<file path="config.mk">
export PLATFORM = sky130hd
export DESIGN_NAME = inst_sequencer
export DESIGN_NICKNAME = d
export VERILOG_FILES = /design/src/rtl/seq_pkg.sv /design/src/rtl/seq_prog_mem.sv /design/src/rtl/inst_sequencer.sv
export SDC_FILE = /design/constraint.sdc
export NUM_CORES = 1
export LEC_CHECK = 0
export CORE_UTILIZATION = 48
export CTS_BUF_LIST = sky130_fd_sc_hd__clkbuf_4 sky130_fd_sc_hd__clkbuf_8
export CTS_CLUSTER_SIZE = 10
export DETAILED_ROUTE_END_ITERATION = 8
export GPL_TIMING_DRIVEN = 0
export PLACE_DENSITY = 0.69
export SKIP_LAST_GASP = 1
export SYNTH_ARGS = -nofsm -noshare
export SYNTH_HDL_FRONTEND = slang
export SYNTH_SLANG_ARGS = --single-unit
</file>
<file path="constraint.sdc">
create_clock -name clk -period 4.5 [get_ports clk]
set_input_delay 1.35 -clock clk [delete_from_list [all_inputs] [get_ports clk]]
set_output_delay 1.35 -clock clk [all_outputs]
set_load 0.01 [all_outputs]
</file>
<file path="src/rtl/seq_pkg.sv">
// Shared types and constants for the program sequencer.
package seq_pkg;

  typedef enum logic [1:0] {
    IDLE = 2'd0,
    RUN  = 2'd1,
    DONE = 2'd2
  } state_t;

  localparam logic [1:0]  HALT_OP   = 2'b00;
  localparam logic [3:0]  HALT_FUNC = 4'b1111;
  localparam logic [15:0] NOP_INST  = 16'h0000;

  // A HALT slot stops issue instead of being sent to the core.
  function automatic logic is_halt(input logic [15:0] inst);
    return (inst[1:0] == HALT_OP) && (inst[5:2] == HALT_FUNC);
  endfunction

endpackage

</file>
<file path="src/rtl/seq_prog_mem.sv">
// Program store: assembles byte pairs (low first) into 16-bit slots and
// serves the slot addressed by pc asynchronously.
module seq_prog_mem
  import seq_pkg::*;
#(
  parameter int unsigned DEPTH = 8,
  parameter int unsigned PW    = 3
) (
  input  logic          clk,
  input  logic          rst_n,
  input  logic          i_clear,
  input  logic          i_byte_we,
  input  logic [7:0]    i_byte,
  input  logic [PW-1:0] i_raddr,
  output logic [15:0]   o_rdata,
  output logic          o_pending,
  output logic [PW:0]   o_prog_len
);

  localparam int unsigned LW = PW + 1;

  logic [15:0]   r_mem [DEPTH];
  logic [7:0]    r_low;
  logic          r_pending;
  logic [LW-1:0] r_len;

  always_ff @(posedge clk or negedge rst_n) begin
    if (!rst_n) begin
      r_pending <= 1'b0;
      r_low     <= 8'h00;
      r_len     <= '0;
    end else if (i_clear) begin
      r_pending <= 1'b0;
      r_len     <= '0;
    end else if (i_byte_we) begin
      if (r_pending) begin
        r_pending <= 1'b0;
        r_len     <= r_len + LW'(1);
      end else begin
        r_pending <= 1'b1;
        r_low     <= i_byte;
      end
    end
  end

  // Contents are never reset; prog_len alone says which slots are valid.
  always_ff @(posedge clk) begin
    if (i_byte_we && r_pending && !i_clear) begin
      r_mem[r_len[PW-1:0]] <= {i_byte, r_low};
    end
  end

  assign o_rdata    = r_mem[i_raddr];
  assign o_pending  = r_pending;
  assign o_prog_len = r_len;

endmodule

</file>
<file path="src/rtl/inst_sequencer.sv">
// Program sequencer: loads a byte-packed program, then issues it to the core
// free-running or single-stepped and captures the core's result and zero flag.
module inst_sequencer
  import seq_pkg::*;
#(
  parameter int unsigned DEPTH = 8,
  parameter int unsigned PW    = 3
) (
  input  logic          clk,
  input  logic          rst_n,
  input  logic          load_valid,
  input  logic [7:0]    load_byte,
  output logic          load_ready,
  input  logic          clear,
  input  logic          start,
  input  logic          step,
  input  logic          stop,
  output logic [15:0]   inst_out,
  output logic          inst_valid,
  input  logic [7:0]    result_in,
  input  logic          zero_in,
  output logic [7:0]    last_result,
  output logic          last_zero,
  output logic [PW-1:0] pc,
  output logic [PW:0]   prog_len,
  output logic          busy,
  output logic          done
);

  localparam int unsigned   LW      = PW + 1;
  localparam logic [LW-1:0] LEN_MAX = LW'(DEPTH);

  state_t        r_state;
  state_t        w_state_nxt;
  logic [PW-1:0] r_pc;
  logic          r_load_ready;
  logic [7:0]    r_last_result;
  logic          r_last_zero;

  logic [15:0]   w_rdata;
  logic          w_pending;
  logic [LW-1:0] w_prog_len;
  logic [LW-1:0] w_len_nxt;
  logic          w_halt;
  logic          w_last_slot;
  logic          w_start_acc;
  logic          w_step_acc;
  logic          w_load_acc;

  seq_prog_mem #(
    .DEPTH(DEPTH),
    .PW   (PW)
  ) u_mem (
    .clk       (clk),
    .rst_n     (rst_n),
    .i_clear   (clear),
    .i_byte_we (w_load_acc),
    .i_byte    (load_byte),
    .i_raddr   (r_pc),
    .o_rdata   (w_rdata),
    .o_pending (w_pending),
    .o_prog_len(w_prog_len)
  );

  // Command arbitration: clear > stop > start > step > load.
  assign w_halt      = is_halt(w_rdata);
  assign w_last_slot = (LW'(r_pc) + LW'(1)) == w_prog_len;
  assign w_start_acc = !clear && start && (r_state != RUN) && !w_pending;
  assign w_step_acc  = !clear && step && !w_start_acc && (r_state == IDLE) &&
                       !w_pending && (LW'(r_pc) < w_prog_len);
  assign w_load_acc  = load_valid && r_load_ready && !clear && !w_start_acc &&
                       !w_step_acc && (r_state != RUN);
  assign w_len_nxt   = clear ? '0 : (w_prog_len + LW'(w_load_acc && w_pending));

  always_ff @(posedge clk or negedge rst_n) begin
    if (!rst_n) r_state <= IDLE;
    else        r_state <= w_state_nxt;
  end

  always_comb begin
    w_state_nxt = r_state;
    if (clear) begin
      w_state_nxt = IDLE;
    end else begin
      case (r_state)
        RUN: begin
          if (stop)                       w_state_nxt = IDLE;
          else if (w_halt || w_last_slot) w_state_nxt = DONE;
        end
        IDLE, DONE: begin
          if (w_start_acc)
            w_state_nxt = (w_prog_len == '0) ? DONE : RUN;
          else if (w_step_acc && (w_halt || w_last_slot))
            w_state_nxt = DONE;
        end
        default: w_state_nxt = IDLE;
      endcase
    end
  end

  // Issue is combinational so stop and reset can suppress it in the same cycle.
  always_comb begin
    inst_valid = 1'b0;
    case (r_state)
      RUN:     inst_valid = !clear && !stop && !w_halt;
      IDLE:    inst_valid = w_step_acc && !w_halt;
      default: inst_valid = 1'b0;
    endcase
    inst_out = inst_valid ? w_rdata : NOP_INST;
  end

  always_ff @(posedge clk or negedge rst_n) begin
    if (!rst_n) begin
      r_pc          <= '0;
      r_load_ready  <= 1'b0;
      r_last_result <= 8'h00;
      r_last_zero   <= 1'b0;
    end else begin
      r_load_ready <= (w_state_nxt != RUN) && (w_len_nxt < LEN_MAX);
      if (clear || w_start_acc) r_pc <= '0;
      else if (inst_valid)      r_pc <= r_pc + PW'(1);
      if (inst_valid) begin
        r_last_result <= result_in;
        r_last_zero   <= zero_in;
      end
    end
  end

  assign load_ready  = r_load_ready;
  assign last_result = r_last_result;
  assign last_zero   = r_last_zero;
  assign pc          = r_pc;
  assign prog_len    = w_prog_len;
  assign busy        = (r_state == RUN);
  assign done        = (r_state == DONE);

endmodule

</file>
==> results.json <==
{
  "outcome": "finished, final reports clean",
  "track_usage_pct": 20.6,
  "dp_hpwl_um": 9040,
  "synth_edf_count": 128,
  "max_stage_delay_ns": 0.54,
  "finalSetupViolCount": 0,
  "fin_cells": 632,
  "gp_congestion": 0.767,
  "avgSynthCellArea_um2": 18.0,
  "ctsHoldBuffers": 0,
  "wl_per_cell_um": 20.8,
  "ys_warn_count": 0,
  "die_w_um": 118,
  "syn_inst": 356,
  "numCtsBuffers": 17,
  "drive_gt1_share_pct": 29.8,
  "leakagePower_nw": 2.73,
  "grt_setup_unrepaired": "yes",
  "cap_violations": 0,
  "fin_tns_setup_ns": 0,
  "antenna_left": 0,
  "dieHeight_um": 118,
  "utilization_pct": 61.1,
  "synth_top_family_by_area": "multiplexers",
  "synth_top_area_share_pct": 60.0,
  "synthAdderAreaFrac_pct": 1.17,
  "crit_arrival_ns": 3.09,
  "port_buffers": 59,
  "clockBufferDepth": 2,
  "timing.fmax_mhz": 225,
  "first_pass_iters": 5,
  "place_inst": 595,
  "fin_crit_sh_pct": 98.6,
  "synthSimpleGateAreaFrac_pct": 5.30,
  "synthTopCellsByArea": "edfxtp_1 (60%), mux4_2 (11%), dfrtp_1 (11%)",
  "ys_seq_elements": 156,
  "muxShareOfSynthArea_pct": 17.3,
  "crit_fanout": 4,
  "clk_pin_slew_ns": 0.08,
  "path_class": "input pin to output port",
  "synthesis.nets": 386,
  "n_antenna_cell": 0,
  "hp-class": "flip-flop to flip-flop",
  "ir_worst_vdd_v": 0.000280,
  "via_per_inst": 5.62,
  "first_global_vias": 3601,
  "synth_top_cell_by_area": "edfxtp_1",
  "clock_skew_ns": 0.0110,
  "cpMostUsedCell": "clkdlybuf4s50_1",
  "grt_pass1_wl_um": 20500,
  "num-fill-cells": 970,
  "period_needed_ns": 4.44,
  "area_delta_synth_final_pct": 22.4,
  "slowest_stage": "clkdlybuf4s50_1",
  "wl_um": 13100,
  "synth_area_um2": 6400,
  "worst_slew_pin_slew_ns": 1.15,
  "path_cells": "clkdlybuf4s50_1 > and3b_1 > nand4b_1 > a21o_1 > buf_4 > nor2_1 > clkdlybuf4s50_1",
  "worst_setup_path_end_kind": "output port",
  "post-place-ws_ns": -0.897,
  "cts_root_buffer": "clkbuf_8",
  "cts_tree": "built",
  "whs_ns": 0.510,
  "core-area_um2": 12800,
  "power_per_cell_area_nw_per_um2": 378,
  "die_area_um2": 13800,
  "slew_viol_final": 0,
  "synth_cell_types": 35,
  "synth_compound_area_share_pct": 2.40,
  "synth_xor_area_share_pct": 0.821,
  "ys_dominant_reg_cell": "edfxtp_1",
  "slew_headroom_pct": 22.9,
  "cts_num_sinks": 156,
  "synthArstFlopShare_pct": 17.9,
  "antenna_found_initial": 0,
  "fin_nets": 477,
  "post-route-drc-count": 0,
  "final-hold-violation-count": 0,
  "grt_start_max_net_pins": 29,
  "initial_core_util_pct": 49.9,
  "drtIter0Drc": 291,
  "seq_area_frac_synth_pct": 71.0,
  "htree_num_levels": 4,
  "row_count": 41,
  "io_pins": 60,
  "grt_overflow": 0,
  "start_kind": "input pin",
  "vias": 3550,
  "worstPathRequired_ns": 3.15,
  "setup_slack_ns": 0.0613,
  "clock_latency_ns": 0.45
}
## final cells by class
class / count / area (um^2) / share of cell area (%)
sequential: 156 / 4540 / 58.0
multi-input combinational: 173 / 1800 / 23.0
timing repair buffer: 73 / 703 / 8.97
clock buffer: 20 / 263 / 3.35
tap: 172 / 215 / 2.75
clock inverter: 12 / 146 / 1.87
buffer: 15 / 126 / 1.61
inverter: 11 / 41.3 / 0.527
## layer usage
metal / global-route usage [%] / share of wire (%)
met5: 0 / 0
met1: 28.6 / 46
met3: 4.51 / 3.9
met4: 9.21 / 2.1
met2: 31.3 / 48
## registers in the layout, indices dropped and copies added, names as in the netlist
register,count
u_mem.r_low,8
pc,3
u_mem.o_pending,1
last_result,8
last_zero,1
r_state,2
u_mem.o_prog_len,4
load_ready,1
u_mem.r_mem,128
## cells in the mapped netlist, drive strengths merged (3+ instances only)
master    n
mux4     32
nand3     3
nand2    12
clkbuf    6
buf      10
inv      11
dfrtp    28
ha        6
a21oi     6
nor3      9
edfxtp  128
nor2b     6
a221oi    3
nor2     28
nand2b    6
xnor2     4
mux2     17
mux2i    19
## cells in the final DEF (no fill, tap or decap), drive strengths merged, types with 3 or more instances in the layout
cell type / count
clkbuf: 28
nand2: 12
clkinv: 8
clkdlybuf4s50: 41
buf: 34
mux4: 32
nor2b: 6
nand2b: 6
dlygate4sd2: 3
ha: 6
dfrtp: 28
nor3: 9
nand3: 3
xnor2: 4
a21oi: 6
mux2i: 19
inv: 11
bufinv: 3
a221oi: 3
nor2: 28
mux2: 17
edfxtp: 128
## repair_timing
item                       in CTS  in global routing
setup buffers                   5                  0
resized for setup              67                 18
setup endpoints to repair      17                 16
pin swaps                       5                  4
cloned                          1                  0
hold endpoints to repair        0                  0
## critical path, delay by kind of cell
kind,cells,cell delay [ns]
AOI/OAI and AO/OA,1,0.20
buffers and inverters,3,1.16
and+or+nand+nor,3,0.39
## logic make-up (layout without fill, tap and decap cells)
logic type,count (synthesis),count (layout)
AOI/OAI and AO/OA,22,22
xor gates and xnor gates,6,6
adders and majority gates,6,6
buffers and inverters,27,131
DFF,156,156
muxes,68,68
and+or+nand+nor,71,71
## through the flow
step / power, mW / area [um^2]
CTS: 2.99 / 7830
global placement: 1.93 / 7210
floorplan: 1.82 / 6400
finish: 2.96 / 7840
global route: 3.07 / 7840
detailed placement: 1.94 / 7360
## final timing paths
check | slack [ns] | cells past startpoint | endpoint | from
max reg2reg | 1.19 | 6 | u_mem.r_mem[4][11]$_DFFE_PP_ | r_state[1]$_DFF_PN0_
min reg2reg | 0.51 | 1 | last_result[1]$_DFFE_PN0P_ | last_result[1]$_DFFE_PN0P_
min in group asynchronous | 0.95 | 1 | load_ready$_DFF_PN0_ | rst_n
max in group asynchronous | 3.09 | 1 | u_mem.r_low[4]$_DFFE_PN0P_ | rst_n
max | 0.06 | 7 | inst_out[0] | step
min | 0.51 | 1 | last_result[1]$_DFFE_PN0P_ | last_result[1]$_DFFE_PN0P_
## where the power goes
group	internal (mW)	switching [mW]	leakage, nW
logic	0.116	0.0763	1.01
registers	1.66	0.0618	1.51
clock network	0.570	0.484	0.208
Power figures use the tool's default switching activity.
